$ cat config.mk
export PLATFORM = sky130hd
export DESIGN_NAME = breath_led_sequencer
export DESIGN_NICKNAME = d
export VERILOG_FILES = /design/src/rtl/breath_pkg.sv /design/src/rtl/breath_led_sequencer_pwm.sv /design/src/rtl/breath_led_sequencer.sv
export SDC_FILE = /design/constraint.sdc
export NUM_CORES = 1
export LEC_CHECK = 0
export CORE_ASPECT_RATIO = 1.25
export CORE_MARGIN = 2
export CORE_UTILIZATION = 55
export DETAILED_ROUTE_END_ITERATION = 8
export HOLD_SLACK_MARGIN = 0.02
export PLACE_DENSITY = 0.75
export RECOVER_POWER = 50
export SLEW_MARGIN = 5
export SYNTH_ARGS = -nofsm -noshare
export SYNTH_HDL_FRONTEND = slang
export SYNTH_HIERARCHICAL = 1
export SYNTH_SLANG_ARGS = --single-unit
export TNS_END_PERCENT = 10
$ cat constraint.sdc
create_clock -name clk -period 5.6 [get_ports clk]
set_input_delay 1.4 -clock clk [delete_from_list [all_inputs] [get_ports clk]]
set_output_delay 1.4 -clock clk [all_outputs]
set_load 0.01 [all_outputs]
$ cat src/rtl/breath_pkg.sv
// Shared types and constants for the breathing LED sequencer.
// Phase codes are visible on the phase output, so their encodings are fixed.
package breath_pkg;

  typedef enum logic [1:0] {
    RISE    = 2'd0,
    HOLD_HI = 2'd1,
    FALL    = 2'd2,
    HOLD_LO = 2'd3
  } phase_e;

  localparam int PHASE_W = 2;
  localparam int SPEED_LEVELS_DEF = 8;
  localparam int SPEED_W = $clog2(SPEED_LEVELS_DEF);

  // Width helper that never collapses to zero bits.
  function automatic int clog2_min1(input int v);
    return (v <= 2) ? 1 : $clog2(v);
  endfunction

endpackage

$ cat src/rtl/breath_led_sequencer_pwm.sv
// PWM generator: free-running counter, duty latched at period end,
// registered compare so the pin never glitches mid-period.
module breath_pwm
  import breath_pkg::*;
#(
  parameter int PWM_BITS = 8
) (
  input  logic                clk,
  input  logic                rst,
  input  logic                en,
  input  logic [PWM_BITS-1:0] level_map,
  output logic [PWM_BITS-1:0] duty,
  output logic                led
);

  localparam logic [PWM_BITS-1:0] CNT_MAX = '1;

  logic [PWM_BITS-1:0] cnt_q;
  logic [PWM_BITS-1:0] cnt_d;
  logic [PWM_BITS-1:0] duty_q;
  logic [PWM_BITS-1:0] duty_d;
  logic                led_q;
  logic                led_d;

  always_comb begin
    cnt_d  = cnt_q + PWM_BITS'(1);
    duty_d = duty_q;
    led_d  = en & (cnt_q < duty_q);
    if (cnt_q == CNT_MAX) begin
      duty_d = level_map;
    end
  end

  always_ff @(posedge clk) begin
    if (rst) begin
      cnt_q  <= '0;
      duty_q <= '0;
      led_q  <= 1'b0;
    end else begin
      cnt_q  <= cnt_d;
      duty_q <= duty_d;
      led_q  <= led_d;
    end
  end

  assign duty = duty_q;
  assign led  = led_q;

endmodule

$ cat src/rtl/breath_led_sequencer.sv
// Breathing LED sequencer: speed register, step prescaler, ramp FSM.
// Define BREATH_GAMMA_EN for a squared (gamma) brightness map.
module breath_led_sequencer
  import breath_pkg::*;
#(
  parameter int PWM_BITS      = 8,
  parameter int SPEED_LEVELS  = 8,
  parameter int SPEED_DEFAULT = 3,
  parameter int BASE_DIV      = 1024,
  parameter int HOLD_STEPS    = 16
) (
  input  logic                                clk,
  input  logic                                rst,
  input  logic                                en,
  input  logic                                key_up_pulse,
  input  logic                                key_down_pulse,
  output logic                                led,
  output logic [PWM_BITS-1:0]                 duty,
  output logic [clog2_min1(SPEED_LEVELS)-1:0] speed,
  output logic [PHASE_W-1:0]                  phase
);

  localparam int SPD_W  = clog2_min1(SPEED_LEVELS);
  localparam int PRE_W  = clog2_min1(BASE_DIV * SPEED_LEVELS);
  localparam int HOLD_W = clog2_min1(HOLD_STEPS + 1);

  localparam logic [PWM_BITS-1:0] LVL_MAX = '1;
  localparam logic [SPD_W-1:0] SPD_MAX = SPD_W'(SPEED_LEVELS - 1);
  localparam logic [SPD_W-1:0] SPD_RST = SPD_W'(SPEED_DEFAULT);

  logic [SPD_W-1:0]    speed_q;
  logic [SPD_W-1:0]    speed_d;
  logic [PRE_W-1:0]    presc_q;
  logic [PRE_W-1:0]    presc_d;
  phase_e              phase_q;
  phase_e              phase_d;
  logic [PWM_BITS-1:0] lvl_q;
  logic [PWM_BITS-1:0] lvl_d;
  logic [HOLD_W-1:0]   hold_q;
  logic [HOLD_W-1:0]   hold_d;

  logic                up_ok;
  logic                dn_ok;
  logic                spd_chg;
  logic [31:0]         div_m1;
  logic                step_tick;
  logic                hold_done;
  logic [PWM_BITS-1:0] level_map;

  assign up_ok = key_up_pulse & ~key_down_pulse
               & (speed_q != SPD_MAX);
  assign dn_ok = key_down_pulse & ~key_up_pulse
               & (speed_q != '0);
  assign spd_chg = up_ok | dn_ok;

  always_comb begin
    speed_d = speed_q;
    unique case (1'b1)
      up_ok:   speed_d = speed_q + SPD_W'(1);
      dn_ok:   speed_d = speed_q - SPD_W'(1);
      default: speed_d = speed_q;
    endcase
  end

  // Slower levels stretch the step period linearly.
  always_comb begin
    div_m1 = 32'(BASE_DIV)
           * (32'(SPEED_LEVELS) - 32'(speed_q))
           - 32'd1;
    step_tick = en & ~spd_chg
              & (32'(presc_q) == div_m1);
  end

  always_comb begin
    presc_d = presc_q;
    if (spd_chg || step_tick) begin
      presc_d = '0;
    end else if (en) begin
      presc_d = presc_q + PRE_W'(1);
    end
  end

  assign hold_done =
    (32'(hold_q) + 32'd1) >= 32'(HOLD_STEPS);

  always_comb begin
    phase_d = phase_q;
    lvl_d   = lvl_q;
    hold_d  = hold_q;
    if (step_tick) begin
      unique case (phase_q)
        RISE: begin
          if (lvl_q != LVL_MAX) begin
            lvl_d = lvl_q + PWM_BITS'(1);
          end
          if (lvl_q >= LVL_MAX - PWM_BITS'(1)) begin
            phase_d = HOLD_HI;
            hold_d  = '0;
          end
        end
        HOLD_HI: begin
          if (hold_done) begin
            phase_d = FALL;
            hold_d  = '0;
          end else begin
            hold_d = hold_q + HOLD_W'(1);
          end
        end
        FALL: begin
          if (lvl_q != '0) begin
            lvl_d = lvl_q - PWM_BITS'(1);
          end
          if (lvl_q <= PWM_BITS'(1)) begin
            phase_d = HOLD_LO;
            hold_d  = '0;
          end
        end
        HOLD_LO: begin
          if (hold_done) begin
            phase_d = RISE;
            hold_d  = '0;
          end else begin
            hold_d = hold_q + HOLD_W'(1);
          end
        end
        default: begin
          phase_d = RISE;
          hold_d  = '0;
        end
      endcase
    end
  end

  always_ff @(posedge clk) begin
    if (rst) begin
      speed_q <= SPD_RST;
      presc_q <= '0;
      phase_q <= RISE;
      lvl_q   <= '0;
      hold_q  <= '0;
    end else begin
      speed_q <= speed_d;
      presc_q <= presc_d;
      phase_q <= phase_d;
      lvl_q   <= lvl_d;
      hold_q  <= hold_d;
    end
  end

`ifdef BREATH_GAMMA_EN
  logic [2*PWM_BITS-1:0] lvl_sq;

  always_comb begin
    lvl_sq    = lvl_q * lvl_q;
    level_map = lvl_sq[2*PWM_BITS-1:PWM_BITS];
  end
`else
  assign level_map = lvl_q;
`endif

  breath_pwm #(
    .PWM_BITS (PWM_BITS)
  ) u_pwm (
    .clk       (clk),
    .rst       (rst),
    .en        (en),
    .level_map (level_map),
    .duty      (duty),
    .led       (led)
  );

  assign speed = speed_q;
  assign phase = phase_q;

endmodule
==> summary.txt <==
Timing
  – Fin Clk Skew: just over 3 ps
  – Max Freq: between 200 and 300 MHz
  – RSZ-0062 raised after global routing: false
  – Worst hold margin: between 400 and 500 ps
  – Slew HR: 0.3567
  – Final worst setup slack: between 1500 and 2000 ps
  – # setup viols final: 0
  – Slew Limit Fails: 0
  – Period utilization: 0.6898
  – Tmin final: roughly 3900 ps
  – Hold Vio Cnt, Final: 0
  – Worst Max-Slew Pin Slew: between 900 and 1000 ps
  – Final setup TNS: 0 ps

Placed design
  – Worst slack, placed: roughly 1400 ps
  – Cell area after placement: 2984 um^2
  – HPWL after DPL: 3985 um
  – Placer Congestion: between 0.8 and 0.9
  – Placed cells: between 300 and 400
  – Port Buffers: 18

Setup path
  – Crit path kind: primary input to flop
  – CP bufs+invs: 1
  – Setup crit end kind: flop
  – Worst Path Required: approximately 5800 ps
  – Critical Path Start Type: primary input
  – Worst-path maximum fanout: 22
  – CP startpoint: en
  – Crit path cell chain: clkdlybuf4s50_1 > nand4_1 > or3_1 > a2111o_1 > nor4_1 > mux2_2
  – Crit path max-delay family: simple AND/OR/NAND/NOR gates
  – Critical Path Stages: 6
  – Reg2reg start: speed[0]
  – Reg2Reg Depth: 8
  – Slowest-stage cell, CP: a2111o_1
  – Worst path arrival time: 4060 ps
  – Slowest cell delay on critical path: between 600 and 700 ps

Drt
  – Via/cell ratio: between 5 and 6
  – Drt pass-1 iters: 4
  – Antenna viol nets, final: 0
  – Wire per inst: roughly 14 um
  – Total Routed Length: about 5500 um
  – Total number of vias: ~2.3k
  – Drt drc: 0
  – Iter 0 DRT Violations: 135

Pwr
  – Switching Share: 0.2486
  – Int Pwr: 528.5 uW
  – Max VDD drop: between 0.00015 and 0.0002 V
  – PwrDens: ~230 nW/um^2
  – Clock share of power: 0.380
  – NetSw: about 170 uW
  – Gate power share: 0.115
  – Sequential share of power: 0.505
  – LEAKAGE: roughly 1.1 nW
  – Total power: 703.4 uW

Synthesis
  – Synth Cell Area: ~2800 um^2
  – Synth unique cells: 54
  – Syn nets: 353
  – FFs w/ async S/R, synth: 0
  – #FFs+latches synth: 48
  – Avg Cell Area, Syn: 8.569 um^2
  – Synthesis Warnings: 6
  – EDFF count, synth: 0
  – Seq/Total Area, Yosys: 0.3461
  – Ys flop type: dfxtp_1
  – Post-Synthesis Cells: 324

Die
  – Core Region: between 4000 and 5000 um^2
  – Num rows: 28
  – Die height: 83.44 um
  – Die area: around 5600 um^2
  – Boundary Pins: 19
  – Die width: between 60 and 70 um
  – Starting Density: 0.5785

Layout
  – Fin cells: between 300 and 400
  – Area Growth Syn to Fin: 11.49%
  – Final nets: 366
  – Core Util, Final: 0.6449
  – Fraction of layout cells with a size suffix above 1: 0.06213
  – Design area: around 3100 um^2
  – ANT cells: 0

Clock tree
  – # Post-CTS Setup Buffers: 0
  – CTS H-tree depth: 2
  – CTS tree: built
  – Clock root cell: clkbuf_8
  – CTS resizes: 0
  – # hold bufs at CTS: 0
  – Clock Sinks: 48
  – Bufs on Longest Clock Path: 2
  – Worst-path clk slew: ~90 ps
  – Total CTS buffers: 5
  – Clk_lat worst skew: 300 ps

Global route
  – Pin count of the biggest net entering global routing: 25
  – Global-route wire length before repair: about 9700 um
  – Grt ovf: 0
  – Initial antenna violation count: 0
  – Number of global-route vias before repair: 2225
  – Aggregate global-route resource usage: 0.2117

Run
  – Max_cap viols: 0

Min path
  – Worst Min Path Start: u_pwm/cnt_q[0]
  – Number of stages on the worst hold path: 1
  – Hold WC Path Type: flop to flop

Status
  – Status: finished, final reports clean
registers in the layout, indices dropped and copies added, names as in the netlist:
| signal | count |
|---|---|
| speed | 3 |
| u_pwm/cnt_q | 8 |
| u_pwm/led | 1 |
| presc_q | 13 |
| u_pwm/duty | 8 |
| hold_q | 5 |
| phase | 2 |
| level_map | 8 |
final timing paths:
path,slack [ps],end
setup / recovery,1740,phase[0]
hold / removal,480,u_pwm/cnt_q[0]
setup reg to reg,2320,level_map[2]
hold reg to reg,480,u_pwm/cnt_q[0]
cells in the mapped netlist (5+ instances only):
| library cell | n | area (um^2) |
|---|---|---|
| clkbuf_1 | 11 | 41.29 |
| nand3_1 | 11 | 55.05 |
| nor3_1 | 8 | 40.04 |
| nand4_1 | 6 | 37.54 |
| nand2_1 | 25 | 93.84 |
| a21oi_1 | 16 | 80.08 |
| ha_1 | 23 | 287.8 |
| o21ai_0 | 17 | 85.08 |
| nor2_1 | 35 | 131.4 |
| o31ai_1 | 5 | 37.54 |
| xor2_1 | 11 | 96.34 |
| dfxtp_1 | 48 | 960.9 |
| xnor2_1 | 9 | 78.83 |
| inv_1 | 18 | 67.56 |
power by group through the flow:
stage | clock [mW] | combinational, mW | sequential, mW
floorplan | 0 | 0.0589 | 0.363
global placement | 0 | 0.0824 | 0.363
detailed placement | 0 | 0.0836 | 0.363
CTS | 0.271 | 0.0842 | 0.355
global route | 0.283 | 0.0922 | 0.357
finish | 0.267 | 0.0812 | 0.355
metal layers:
metal,vias to the layer above,wire (um),track usage
met5,-,0,0
met4,0,68,0.05566
met3,6,150,0.03794
met2,34,2758,0.3699
met1,1071,2495,0.2582
li1,1186,-,-
area by class of cell:
| class | count | area (um^2) |
|---|---|---|
| sequential | 48 | 960.9 |
| clock inverter | 2 | 38.79 |
| tap | 60 | 75.07 |
| fill | 408 | 1704 |
| clock buffer | 6 | 82.58 |
| inverter | 19 | 71.32 |
| timing repair buffer | 20 | 191.4 |
| multi-input combinational | 243 | 1675 |
cells by family (layout without fill, tap and decap cells):
kind of cell | after synthesis | in the layout | share of synthesized area
adders and majority gates | 24 | 24 | 0.1109
AOI/OAI and AO/OA | 68 | 68 | 0.1667
muxes | 8 | 8 | 0.03064
and+or+nand+nor | 122 | 122 | 0.2262
DFF | 48 | 48 | 0.3461
buffers and inverters | 33 | 47 | 0.04822
xor gates and xnor gates | 21 | 21 | 0.07120
placed cells by master, fill, tap and decap left out, types with 4 or more instances in the layout:
master	n
or3_1	4
nor3_1	8
a21oi_1	16
mux2i_1	4
nand4_1	6
dfxtp_1	48
mux2_2	4
a31oi_1	4
nand3_1	11
and3_1	4
dlygate4sd3_1	15
nor4_1	4
ha_1	23
o31ai_1	5
nor2_1	35
xnor2_1	9
clkbuf_8	6
nand2_1	25
xor2_1	11
inv_1	18
nor2b_1	4
o21ai_0	17
No activity file was read; power rests on OpenSTA's default activity.
